### src/rtl/acounter_down.sv
`default_nettype none
// ============================================================================
//  Module      : acounter_down
//  Description : Loadable down-counter / timer. Counts a loaded value toward
//                zero while enabled, pulses a one-cycle terminal-count flag,
//                then stops (one-shot) or reloads (auto-reload).
//  Revision    : 1.0 - initial release
// ============================================================================
module acounter_down #(
    parameter int WIDTH = 4
) (
    input  logic             clk,
    input  logic             reset,
    input  logic             d,
    input  logic             load,
    input  logic [WIDTH-1:0] ld_val,
    input  logic             mode,
    input  logic             stop,
    output logic [WIDTH-1:0] cq,
    output logic             tc,
    output logic             busy
);

    typedef enum logic [0:0] {
        S_IDLE = 1'b0,
        S_RUN  = 1'b1
    } state_t;

    localparam logic [WIDTH-1:0] C_ONE  = WIDTH'(1);
    localparam logic [WIDTH-1:0] C_ZERO = '0;

    state_t           state_q,  state_d;
    logic [WIDTH-1:0] cq_q,     cq_d;
    logic [WIDTH-1:0] reload_q, reload_d;
    logic             mode_q,   mode_d;
    logic             tc_q,     tc_d;
    logic             busy_q,   busy_d;

    // Next-state logic: load beats stop, stop beats counting.
    always_comb begin
        state_d  = state_q;
        cq_d     = cq_q;
        reload_d = reload_q;
        mode_d   = mode_q;
        tc_d     = 1'b0;

        if (load) begin
            cq_d     = ld_val;
            reload_d = ld_val;
            mode_d   = mode;
            // A zero load parks the counter without ever raising tc.
            state_d  = (ld_val != C_ZERO) ? S_RUN : S_IDLE;
        end else if (stop) begin
            state_d  = S_IDLE;
        end else if ((state_q == S_RUN) && d) begin
            if (cq_q > C_ONE) begin
                cq_d = cq_q - C_ONE;
            end else begin
                // Terminal step: auto-reload skips zero so the period is
                // exactly the reload value in enabled cycles.
                tc_d = 1'b1;
                if (mode_q) begin
                    cq_d = reload_q;
                end else begin
                    cq_d    = C_ZERO;
                    state_d = S_IDLE;
                end
            end
        end

        busy_d = (state_d == S_RUN);
    end

    // State and output registers, cleared immediately by reset.
    always_ff @(posedge clk or posedge reset) begin
        if (reset) begin
            state_q  <= S_IDLE;
            cq_q     <= C_ZERO;
            reload_q <= C_ZERO;
            mode_q   <= 1'b0;
            tc_q     <= 1'b0;
            busy_q   <= 1'b0;
        end else begin
            state_q  <= state_d;
            cq_q     <= cq_d;
            reload_q <= reload_d;
            mode_q   <= mode_d;
            tc_q     <= tc_d;
            busy_q   <= busy_d;
        end
    end

    assign cq   = cq_q;
    assign tc   = tc_q;
    assign busy = busy_q;

endmodule
`default_nettype wire
### config.mk
export PLATFORM = sky130hd
export DESIGN_NAME = acounter_down
export DESIGN_NICKNAME = d
export VERILOG_FILES = /design/src/rtl/acounter_down.sv
export SDC_FILE = /design/constraint.sdc
export NUM_CORES = 1
export LEC_CHECK = 0
export CAP_MARGIN = 20
export CELL_PAD_IN_SITES_DETAIL_PLACEMENT = 1
export CELL_PAD_IN_SITES_GLOBAL_PLACEMENT = 1
export CORE_UTILIZATION = 37
export DETAILED_ROUTE_END_ITERATION = 8
export HOLD_SLACK_MARGIN = 0.05
export PLACE_DENSITY = 0.81
export SLEW_MARGIN = 15
export SYNTH_ARGS = -nofsm -noshare
export SYNTH_HDL_FRONTEND = slang
export SYNTH_SLANG_ARGS = --single-unit
### constraint.sdc
create_clock -name clk -period 3.6 [get_ports clk]
set_input_delay 0.54 -clock clk [delete_from_list [all_inputs] [get_ports clk]]
set_output_delay 0.54 -clock clk [all_outputs]
set_load 0.02 [all_outputs]
==> parameters.txt, run 1 <==
Parameter                              Value

Worst setup path
  Reg2Reg Setup Slack ... 2.00 ns
  Last element of the critical path ... cq[3]$_DFFE_PP0P_
  Signal arrival time at the worst endpoint ... 2.17 ns
  Launch point of the critical path ... load
  Endpoint of the lowest-slack register-to-register path ... cq[3]$_DFFE_PP0P_
  Classification of the worst setup path ... in2reg
  WP data required ... 3.75 ns
  Reg2reg path depth ... 6
  Worst setup EP type ... flop
  Startpoint Class ... primary input
  Biggest fanout along the worst timing path ... 19
  Reg2Reg Launch Point ... cq[0]$_DFFE_PP0P_

Die
  Die outline area ... about 1900 um2
  Cell row count ... 14
  Height of the die ... between 40 and 50 um
  Initial Util ... between 40% and 50%
  Top-level port count ... 16
  Die X ... 43.2 um
  Standard cell core area ... around 1500 um2

Timing
  Tightest slew margin relative to the limit ... 57.3%
  Setup skew after layout ... between 0.005 and 0.006 ns
  Number of max-slew violations in the final report ... 0
  Minimum period implied by the final worst setup slack ... 2.01 ns
  Aggregate negative setup slack ... 0 ns
  Peak Freq ... 497 MHz
  Finish-stage setup viols ... 0
  Final worst-path cycle share ... between 50% and 60%
  Final hold violation count ... 0
  Least-Margin Pin Slew ... around 0.64 ns
  RSZ-0062 raised after global routing ... no

Yosys
  Top cell type's share of synthesized area ... 43.8%
  Leading post-synthesis cells by instance count ... 11 x sky130_fd_sc_hd__dfrtp_1, 7 x sky130_fd_sc_hd__nor2_1, 6 x sky130_fd_sc_hd__inv_1
  Sequential area share after synthesis ... 43.8%
  Synth area leaders ... sky130_fd_sc_hd__dfrtp_1 44%, sky130_fd_sc_hd__mux2_2 5.4%, sky130_fd_sc_hd__nor2_1 4.2%, sky130_fd_sc_hd__a22o_1 4.2%, sky130_fd_sc_hd__ha_1 4.0%
  Cell count after synthesis ... 64
  Most instantiated library cell after synthesis ... sky130_fd_sc_hd__dfrtp_1
  Most used DFF post-synth ... sky130_fd_sc_hd__dfrtp_1
  Total number of yosys warnings ... 0
  Seq cells post-synth ... 11
  Proportion of synthesized flip-flops having asynchronous set or reset ... 100%
  Synth Net Count ... 76
  Synthesized area ... approximately 630 um2
  EDFF count, synth ... 0
  Cell type contributing the most total cell area after synthesis ... sky130_fd_sc_hd__dfrtp_1
  Number of unique standard cell types used by synthesis ... 27
  Mapped Avg Cell Area ... just under 10 um2

Route
  Count of nets left with antenna violations after detail routing ... 0
  Remaining DRCs ... 0
  Detailed Route Iter0 Violations ... 21
  Wire length per cell ... 14.5 um
  Total Routed Length ... 1.40 mm
  DR pass1 iterations ... 4
  Ratio of routed vias to standard cells ... 5.63
  Vias after detailed routing ... 540

CTS
  Number of buffers inserted to repair setup after CTS ... 0
  Clock tree from TritonCTS ... yes
  Clock transition time at the flip-flop clock pins of the worst setup and hold paths ... 0.07 ns
  H-Tree Level Count ... 1
  Clock Latency Late Sink ... 0.26 ns
  Hold-fix buffer count after cts ... 0
  Clock tree root driver cell ... sky130_fd_sc_hd__clkbuf_4
  Number of buffers inserted during clock tree synthesis ... 3
  Clock sink count ... 11
  Clock Path Buffers ... 2
  Number of instances resized during post-cts repair ... 0

Place
  IO Port Bufs ... 15
  Sum of net half-perimeters after detailed placement ... ~1.1 mm
  Final Wtd Congestion ... between 0.7 and 0.8

Min path
  Number of instances on the worst hold path ... 1
  Class of the tightest hold or removal check ... reg2reg

Global route
  Antenna violations before repair ... 0
  Vias in the first global route ... 562
  First-pass GRT wire length ... 2.52 mm
  GRT Residual Overflow ... 0
  Combined global-route utilization of all metal layers ... ~18%
  Maximum number of pins on one net before global-route repair ... 20

Finish
  Post-layout nets ... 93
  Layout area overhead ... 28.1%
  Diode count ... 0
  Final Core Density ... 52.2%
  Share of post-route cells with drive strength above 1 ... 10.0%
  Count of fill cells added during filler insertion ... 184

Outcome
  Result of the run ... complete, no violations

Flow run
  Reported max-cap violation count ... 0

Power and ir drop
  Total power per unit cell area ... roughly 400 nW/um2
  Maximum ir drop on the vdd rail ... about 0.19 mV
  Leakage power ... between 0.3 and 0.4 nW
==> worst max-delay path: stages <==
cell                              delay, ns
sky130_fd_sc_hd__clkdlybuf4s50_1       0.88
sky130_fd_sc_hd__nand3b_4              0.26
sky130_fd_sc_hd__o41ai_2               0.06
sky130_fd_sc_hd__or3_1                 0.31
sky130_fd_sc_hd__o311a_1               0.11
==> final cells by class <==
cell class	instances	area [um2]	share of cell area [%]
flip-flops and latches	11	275	34.2
multi-input cells	44	310	38.6
inverters	6	22.5	2.80
clock buffers	4	26.3	3.27
well taps	16	20.0	2.49
repair buffers	15	150	18.7
==> sequential cells by signal, indices dropped and copies added (netlist names) <==
register and count:
busy 1, cq 4, mode_q 1, reload_q 4, tc 1
==> routing by layer <==
layer	track usage (%)	vias to the layer above	share of wire, %
met1	24.7	261	49
met2	28.1	15	45
li1	-	262	-
met3	3.83	2	5.2
met5	0	-	0
met4	5.45	0	0.79
==> layout by cell type, fill, tap and decap left out, types with 2 or more instances in the layout <==
| cell type | netlist | final |
|---|---|---|
| sky130_fd_sc_hd__ha_1 | 2 | 2 |
| sky130_fd_sc_hd__clkbuf_4 | 0 | 3 |
| sky130_fd_sc_hd__inv_1 | 6 | 6 |
| sky130_fd_sc_hd__dfrtp_1 | 11 | 11 |
| sky130_fd_sc_hd__a21oi_1 | 2 | 2 |
| sky130_fd_sc_hd__a22o_1 | 3 | 3 |
| sky130_fd_sc_hd__nor2_1 | 7 | 7 |
| sky130_fd_sc_hd__o211ai_1 | 2 | 2 |
| sky130_fd_sc_hd__a31oi_1 | 3 | 3 |
| sky130_fd_sc_hd__mux2_2 | 3 | 3 |
| sky130_fd_sc_hd__nor3_1 | 2 | 2 |
| sky130_fd_sc_hd__nand2_1 | 3 | 3 |
| sky130_fd_sc_hd__clkdlybuf4s50_1 | 0 | 15 |
| sky130_fd_sc_hd__nand4_1 | 3 | 3 |
| sky130_fd_sc_hd__o21ai_0 | 3 | 3 |
==> report_power, final <==
group	switching, mW	total (mW)	internal (mW)
registers	0.0158	0.151	0.135
clock network	0.0411	0.0839	0.0428
logic	0.0428	0.0852	0.0423
total	0.0998	0.320	0.221
==> cell families after synthesis <==
| logic type | synth area share (%) |
|---|---|
| AOI/OAI and AO/OA | 20.1 |
| adders and majority gates | 3.98 |
| DFF | 43.8 |
| and+or+nand+nor | 19.9 |
| muxes | 5.38 |
| buffers and inverters | 6.77 |
==> worst min path at each step <==
stage / from / endpoint
2_1_floorplan: reset / busy$_DFFE_PP0P_
3_3_place_gp: reload_q[0]$_DFFE_PP0P_ / reload_q[0]$_DFFE_PP0P_
3_5_place_dp: reload_q[2]$_DFFE_PP0P_ / reload_q[2]$_DFFE_PP0P_
4_1_cts: reload_q[2]$_DFFE_PP0P_ / reload_q[2]$_DFFE_PP0P_
5_1_grt: reload_q[0]$_DFFE_PP0P_ / reload_q[0]$_DFFE_PP0P_
6_report: reload_q[2]$_DFFE_PP0P_ / reload_q[2]$_DFFE_PP0P_
==> stage by stage <==
stage | hold WS [ns] | cells | instance area [um2] | power [mW] | worst slack, ns
floorplan | 0.392 | 64 | 628 | 0.203 | 2.03
global placement | 0.493 | 92 | 778 | 0.237 | 1.34
detailed placement | 0.506 | 92 | 778 | 0.240 | 1.31
CTS | 0.523 | 96 | 805 | 0.326 | 1.60
global route | 0.542 | 96 | 805 | 0.340 | 1.48
finish | 0.521 | 96 | 805 | 0.320 | 1.59
Power figures use the tool's default switching activity.
==> inputs of run 2 (changes only) <==
--- a/config.mk
+++ b/config.mk
@@ -8,10 +8,10 @@
 export CAP_MARGIN = 20
 export CELL_PAD_IN_SITES_DETAIL_PLACEMENT = 1
 export CELL_PAD_IN_SITES_GLOBAL_PLACEMENT = 1
-export CORE_UTILIZATION = 37
+export CORE_UTILIZATION = 31
 export DETAILED_ROUTE_END_ITERATION = 8
 export HOLD_SLACK_MARGIN = 0.05
-export PLACE_DENSITY = 0.81
+export PLACE_DENSITY = 0.72
 export SLEW_MARGIN = 15
 export SYNTH_ARGS = -nofsm -noshare
 export SYNTH_HDL_FRONTEND = slang
==> constraint.sdc (replaced) <==
create_clock -name clk -period 1.78 [get_ports clk]
set_input_delay 0.267 -clock clk [delete_from_list [all_inputs] [get_ports clk]]
set_output_delay 0.267 -clock clk [all_outputs]
set_load 0.02 [all_outputs]
==> run 2 against run 1 <==
Against the previous run: clock power up 110%; register-to-register slack worse by 1.9 ns; utilization fell by 6.6 points; non-clock buffer count up 2; highest routed layer unchanged; sequential cell count did not move; clock skew down 0.0026 ns; via count up 6.3%; clock-buffer cell count did not move; largest cell class unchanged.
==> parameters.txt, run 2 (synthesized netlist as in run 1, its figures left out) <==
Parameter                              Value

Outcome
  Result of the run ... complete, no violations

Die
  Top-level port count ... 16
  Die outline area ... 2210 um2
  Cell row count ... 15
  Die X ... 47.0 um
  Standard cell core area ... between 1500 and 2000 um2
  Height of the die ... 47.0 um
  Initial Util ... 34.5%

Worst setup path
  Critical-path top delay cell ... sky130_fd_sc_hd__clkdlybuf4s50_1
  Biggest cell delay along the critical path ... roughly 0.66 ns
  Biggest fanout along the worst timing path ... 9
  Startpoint Class ... flop
  Worst setup EP type ... output port
  Signal arrival time at the worst endpoint ... 1.44 ns
  Reg2Reg Launch Point ... cq[0]$_DFFE_PP0P_
  Worst path depth ... 1
  Classification of the worst setup path ... reg2out
  Launch point of the critical path ... cq[3]$_DFFE_PP0P_
  Reg2reg path depth ... 6
  WP data required ... 1.51 ns
  Dominant delay contributor by cell family on the critical path ... buffers and inverters
  Reg2Reg Setup Slack ... 0.15 ns
  Crit path buffers/inverters ... 1
  Ordered cell list for the critical path ... clkdlybuf4s50_1
  Endpoint of the lowest-slack register-to-register path ... cq[3]$_DFFE_PP0P_
  Last element of the critical path ... cq[3]

Route
  Remaining DRCs ... 0
  Total Routed Length ... 1.48 mm
  Detailed Route Iter0 Violations ... 8
  DR pass1 iterations ... 4
  Ratio of routed vias to standard cells ... 5.36
  Vias after detailed routing ... 574
  Count of nets left with antenna violations after detail routing ... 0
  Wire length per cell ... 13.8 um

Finish
  Final Core Density ... 45.6%
  Diode count ... 0
  Layout area overhead ... 32.3%
  Layout Cells excl Fill ... roughly 110
  Commonest cells after routing, fill and taps aside ... 15 x sky130_fd_sc_hd__clkdlybuf4s50_1, 11 x sky130_fd_sc_hd__dfrtp_1, 7 x sky130_fd_sc_hd__nor2_1
  Most frequent standard cell in the layout excluding fill and tap cells ... sky130_fd_sc_hd__clkdlybuf4s50_1
  Post-layout nets ... 95
  Share of post-route cells with drive strength above 1 ... between 10 and 15%

CTS
  Number of buffers inserted during clock tree synthesis ... 3
  Number of instances resized during post-cts repair ... 0
  Clock Latency Late Sink ... 0.27 ns
  Clock Path Buffers ... 2
  Number of buffers inserted to repair setup after CTS ... 0
  Clock transition time at the flip-flop clock pins of the worst setup and hold paths ... 0.08 ns
  Clock tree root driver cell ... sky130_fd_sc_hd__clkbuf_4
  H-Tree Level Count ... 1
  Clock tree from TritonCTS ... yes
  Hold-fix buffer count after cts ... 0
  Clock sink count ... 11

Power and ir drop
  Portion of total power attributed to sequential cells ... 46.3%
  Leakage power ... 0.370 nW
  Int Power ... 0.449 mW
  Fraction of power consumed by the clock network ... 26.9%
  Fraction of power spent switching nets ... 32.2%
  Combinational power share ... a little over a quarter
  Total power per unit cell area ... 797 nW/um2
  Power dissipated by switching net loads ... 0.213 mW
  Maximum ir drop on the vdd rail ... between 0.4 and 0.5 mV
  Power after layout ... around 0.66 mW

Place
  Total instance count after detailed placement ... 103
  Worst setup timing slack at the placement stage ... 0.106 ns
  Final Wtd Congestion ... 0.752
  IO Port Bufs ... 15
  Sum of net half-perimeters after detailed placement ... between 1 and 1.5 mm

Global route
  First-pass GRT wire length ... between 2 and 3 mm
  GRT Residual Overflow ... 0
  Vias in the first global route ... roughly 540
  Maximum number of pins on one net before global-route repair ... 12
  Antenna violations before repair ... 0
  Combined global-route utilization of all metal layers ... ~18%

Timing
  Tightest slew margin relative to the limit ... 70.5%
  Number of max-slew violations in the final report ... 0
  Final worst-path cycle share ... 96.1%
  RSZ-0062 raised after global routing ... no
  Aggregate negative setup slack ... 0 ns
  Setup skew after layout ... 0.00249 ns
  Setup WS post-layout ... 0.0702 ns
  Peak Freq ... 585 MHz
  Finish-stage setup viols ... 0
  Least-Margin Pin Slew ... 0.442 ns
  Final hold violation count ... 0
  Minimum period implied by the final worst setup slack ... 1.71 ns

Flow run
  Reported max-cap violation count ... 0

Min path
  Class of the tightest hold or removal check ... in2async
-- run 2: metrics by stage --
stage | instance area (um2) | hold slack, ns
finish | 831 | 0.291
global route | 831 | 0.355
CTS | 831 | 0.316
detailed placement | 805 | 0.500
global placement | 805 | 0.499
floorplan | 628 | 0.119
-- run 2: per-layer routing --
metal	share of wire [%]	wire length (um)	up-vias	global-route usage, %
met5	0	0	-	0
met4	1.7	25	0	8.57
li1	-	-	268	-
met2	48	710	21	25.6
met3	5.3	79	4	4.62
met1	45	666	281	23.9
-- run 2: final cells by class --
class                           count  area (um2)
Tap cell                           25        31.3
Timing Repair Buffer               17         165
Sequential cell                    11         275
Fill cell                         218         990
Multi-Input combinational cell     44         310
Clock buffer                        4        26.3
Inverter                            6        22.5
-- run 2: power groups by stage --
stage	Clock, mW	Sequential [mW]	Combinational (mW)
5_1_grt	0.197	0.311	0.197
2_1_floorplan	0	0.321	0.0907
3_5_place_dp	0	0.311	0.179
3_3_place_gp	0	0.311	0.175
4_1_cts	0.181	0.307	0.180
6_report	0.178	0.307	0.178
-- run 2: worst min path at each step --
| stage | from | end | slack (ns) | cells past startpoint |
|---|---|---|---|---|
| 2_1_floorplan | reset | busy$_DFFE_PP0P_ | 0.12 | 1 |
| 3_3_place_gp | reload_q[2]$_DFFE_PP0P_ | reload_q[2]$_DFFE_PP0P_ | 0.50 | 1 |
| 3_5_place_dp | reload_q[0]$_DFFE_PP0P_ | reload_q[0]$_DFFE_PP0P_ | 0.50 | 1 |
| 4_1_cts | reset | busy$_DFFE_PP0P_ | 0.32 | 2 |
| 5_1_grt | reset | mode_q$_DFFE_PP0P_ | 0.36 | 2 |
| 6_report | reset | mode_q$_DFFE_PP0P_ | 0.29 | 2 |
==> inputs of run 3 (changes only) <==
--- a/config.mk
+++ b/config.mk
@@ -8,10 +8,10 @@
 export CAP_MARGIN = 20
 export CELL_PAD_IN_SITES_DETAIL_PLACEMENT = 1
 export CELL_PAD_IN_SITES_GLOBAL_PLACEMENT = 1
-export CORE_UTILIZATION = 31
+export CORE_UTILIZATION = 35
 export DETAILED_ROUTE_END_ITERATION = 8
 export HOLD_SLACK_MARGIN = 0.05
-export PLACE_DENSITY = 0.72
+export PLACE_DENSITY = 0.77
 export SLEW_MARGIN = 15
 export SYNTH_ARGS = -nofsm -noshare
 export SYNTH_HDL_FRONTEND = slang
==> constraint.sdc (replaced) <==
create_clock -name clk -period 1.7 [get_ports clk]
set_input_delay 0.255 -clock clk [delete_from_list [all_inputs] [get_ports clk]]
set_output_delay 0.255 -clock clk [all_outputs]
set_load 0.02 [all_outputs]
==> run 3 against run 2 <==
Against the previous run: largest power group unchanged; critical endpoint is now cq[2]; clock skew grew 0.0015 ns; utilization grew 6.6 points; global-route usage about the same.
==> parameters.txt, run 3 (synthesized netlist as in run 1, its figures left out) <==
Parameter                              Value

Worst setup path
  Signal arrival time at the worst endpoint ... 1.38 ns
  Biggest fanout along the worst timing path ... 7
  Worst setup EP type ... output port
  Crit path buffers/inverters ... 1
  WP data required ... about 1.4 ns
  Classification of the worst setup path ... reg2out
  Biggest cell delay along the critical path ... roughly 0.65 ns
  Ordered cell list for the critical path ... clkdlybuf4s50_1
  Startpoint Class ... flop
  Dominant delay contributor by cell family on the critical path ... buffers and inverters
  Critical-path top delay cell ... sky130_fd_sc_hd__clkdlybuf4s50_1

Power and ir drop
  Portion of total power attributed to sequential cells ... a little under half
  Total power per unit cell area ... 826 nW/um2
  Leakage power ... roughly 0.37 nW
  Fraction of power spent switching nets ... between 30% and 40%
  Maximum ir drop on the vdd rail ... 0.502 mV
  Fraction of power consumed by the clock network ... 26.0%
  Combinational power share ... 27.0%
  Power after layout ... 0.688 mW
  Int Power ... ~0.47 mW
  Power dissipated by switching net loads ... 0.216 mW

CTS
  Clock Path Buffers ... 2
  Number of buffers inserted during clock tree synthesis ... 3
  H-Tree Level Count ... 1
  Clock tree from TritonCTS ... yes
  Clock Latency Late Sink ... 0.27 ns
  Number of buffers inserted to repair setup after CTS ... 0
  Clock sink count ... 11
  Clock tree root driver cell ... sky130_fd_sc_hd__clkbuf_4
  Clock transition time at the flip-flop clock pins of the worst setup and hold paths ... 0.07 ns

Die
  Top-level port count ... 16
  Height of the die ... 44.4 um
  Die X ... 44.4 um
  Die outline area ... slightly below 2000 um2
  Standard cell core area ... 1590 um2
  Cell row count ... 14
  Initial Util ... 39.4%

Timing
  Finish-stage setup viols ... 0
  RSZ-0062 raised after global routing ... no
  Peak Freq ... just over 600 MHz
  Minimum period implied by the final worst setup slack ... 1.63 ns
  Final worst-path cycle share ... a little over nine tenths
  Number of max-slew violations in the final report ... 0
  Worst hold slack ... between 0.2 and 0.3 ns
  Final hold violation count ... 0
  Aggregate negative setup slack ... 0 ns
  Tightest slew margin relative to the limit ... 70.9%
  Setup skew after layout ... 0.00396 ns
  Least-Margin Pin Slew ... around 0.44 ns

Route
  Count of nets left with antenna violations after detail routing ... 0
  DR pass1 iterations ... 4
  Remaining DRCs ... 0
  Ratio of routed vias to standard cells ... 5.15
  Wire length per cell ... 13.7 um
  Total Routed Length ... 1.46 mm
  Detailed Route Iter0 Violations ... 9
  Vias after detailed routing ... 546

Place
  Sum of net half-perimeters after detailed placement ... 1.10 mm
  IO Port Bufs ... 15
  Total instance count after detailed placement ... 102
  Final Wtd Congestion ... 0.748

Global route
  Grt met1 use ... a little under a quarter
  Met3 usage in global routing ... 6.12%
  Vias in the first global route ... around 550
  Met2 track demand over resource ... 28.2%
  Antenna violations before repair ... 0
  GR peak layer ... met2
  Maximum number of pins on one net before global-route repair ... 12
  First-pass GRT wire length ... 2.46 mm
  Combined global-route utilization of all metal layers ... 17.5%
  GRT Residual Overflow ... 0

Flow run
  Reported max-cap violation count ... 0

Finish
  Most frequent standard cell in the layout excluding fill and tap cells ... sky130_fd_sc_hd__clkdlybuf4s50_1
  Diode count ... 0
  Final Core Density ... 52.2%
  Post-layout nets ... 95
  Area occupied by multi-input gates ... 310 um2
  Count of fill cells added during filler insertion ... 183
  Layout area overhead ... 32.5%
  Sequential cell area in the final layout ... 278 um2
  Layout Cells excl Fill ... 106
  Share of post-route cells with drive strength above 1 ... 14.6%
  Commonest cells after routing, fill and taps aside ... 15 x sky130_fd_sc_hd__clkdlybuf4s50_1, 9 x sky130_fd_sc_hd__dfrtp_1, 7 x sky130_fd_sc_hd__nor2_1

Min path
  Class of the tightest hold or removal check ... in2async

Outcome
  Result of the run ... complete, no violations
==> run 3: cell types whose count changed in the layout (fill, tap and decap cells not counted) <==
cell	previous run	this run
sky130_fd_sc_hd__dfrtp_2	0	2
sky130_fd_sc_hd__dfrtp_1	11	9
==> run 3: cell type report <==
class / count / area share (%)
clock buffer: 4 / 3.16
sequential: 11 / 33.4
tap: 24 / 3.61
timing repair buffer: 17 / 19.8
inverter: 6 / 2.71
multi-input combinational: 44 / 37.3
==> run 3: metrics by stage <==
stage	cell area [um2]	setup WS, ns
after floorplan	628	0.132
after global placement	803	0.0908
after detailed placement	803	0.0337
after CTS	830	0.00577
after global routing	832	0.00336
final	832	0.0693
==> run 3: what timing repair did <==
action                                  in CTS  in global routing
endpoints found under the setup margin       0                  2
resized for setup                            0                  2
hold buffers                                 0                  0
==> run 3: path summary, 6_finish.rpt <==
check,from,to,slack (ns),cells past startpoint
max,cq[2]$_DFFE_PP0P_,cq[2],0.07,1
min,reset,busy$_DFFE_PP0P_,0.28,2
max reg2reg,cq[0]$_DFFE_PP0P_,cq[0]$_DFFE_PP0P_,0.15,6
min reg2reg,reload_q[2]$_DFFE_PP0P_,reload_q[2]$_DFFE_PP0P_,0.52,1
max in group asynchronous,reset,cq[0]$_DFFE_PP0P_,1.09,2
min in group clk,reload_q[2]$_DFFE_PP0P_,reload_q[2]$_DFFE_PP0P_,0.52,1
==> run 3: metal layers <==
metal  up-vias  share of wire, %
met5         -                 0
met4         0                 0
met3         0               4.4
met2        17                47
met1       263                48
li1        266                 -
==> run 3: power groups by stage <==
stage	Clock [mW]	Sequential, mW	Combinational (mW)
6_report	0.179	0.323	0.186
5_1_grt	0.197	0.327	0.205
4_1_cts	0.187	0.321	0.187
3_5_place_dp	0	0.326	0.186
3_3_place_gp	0	0.325	0.183
2_1_floorplan	0	0.336	0.0950
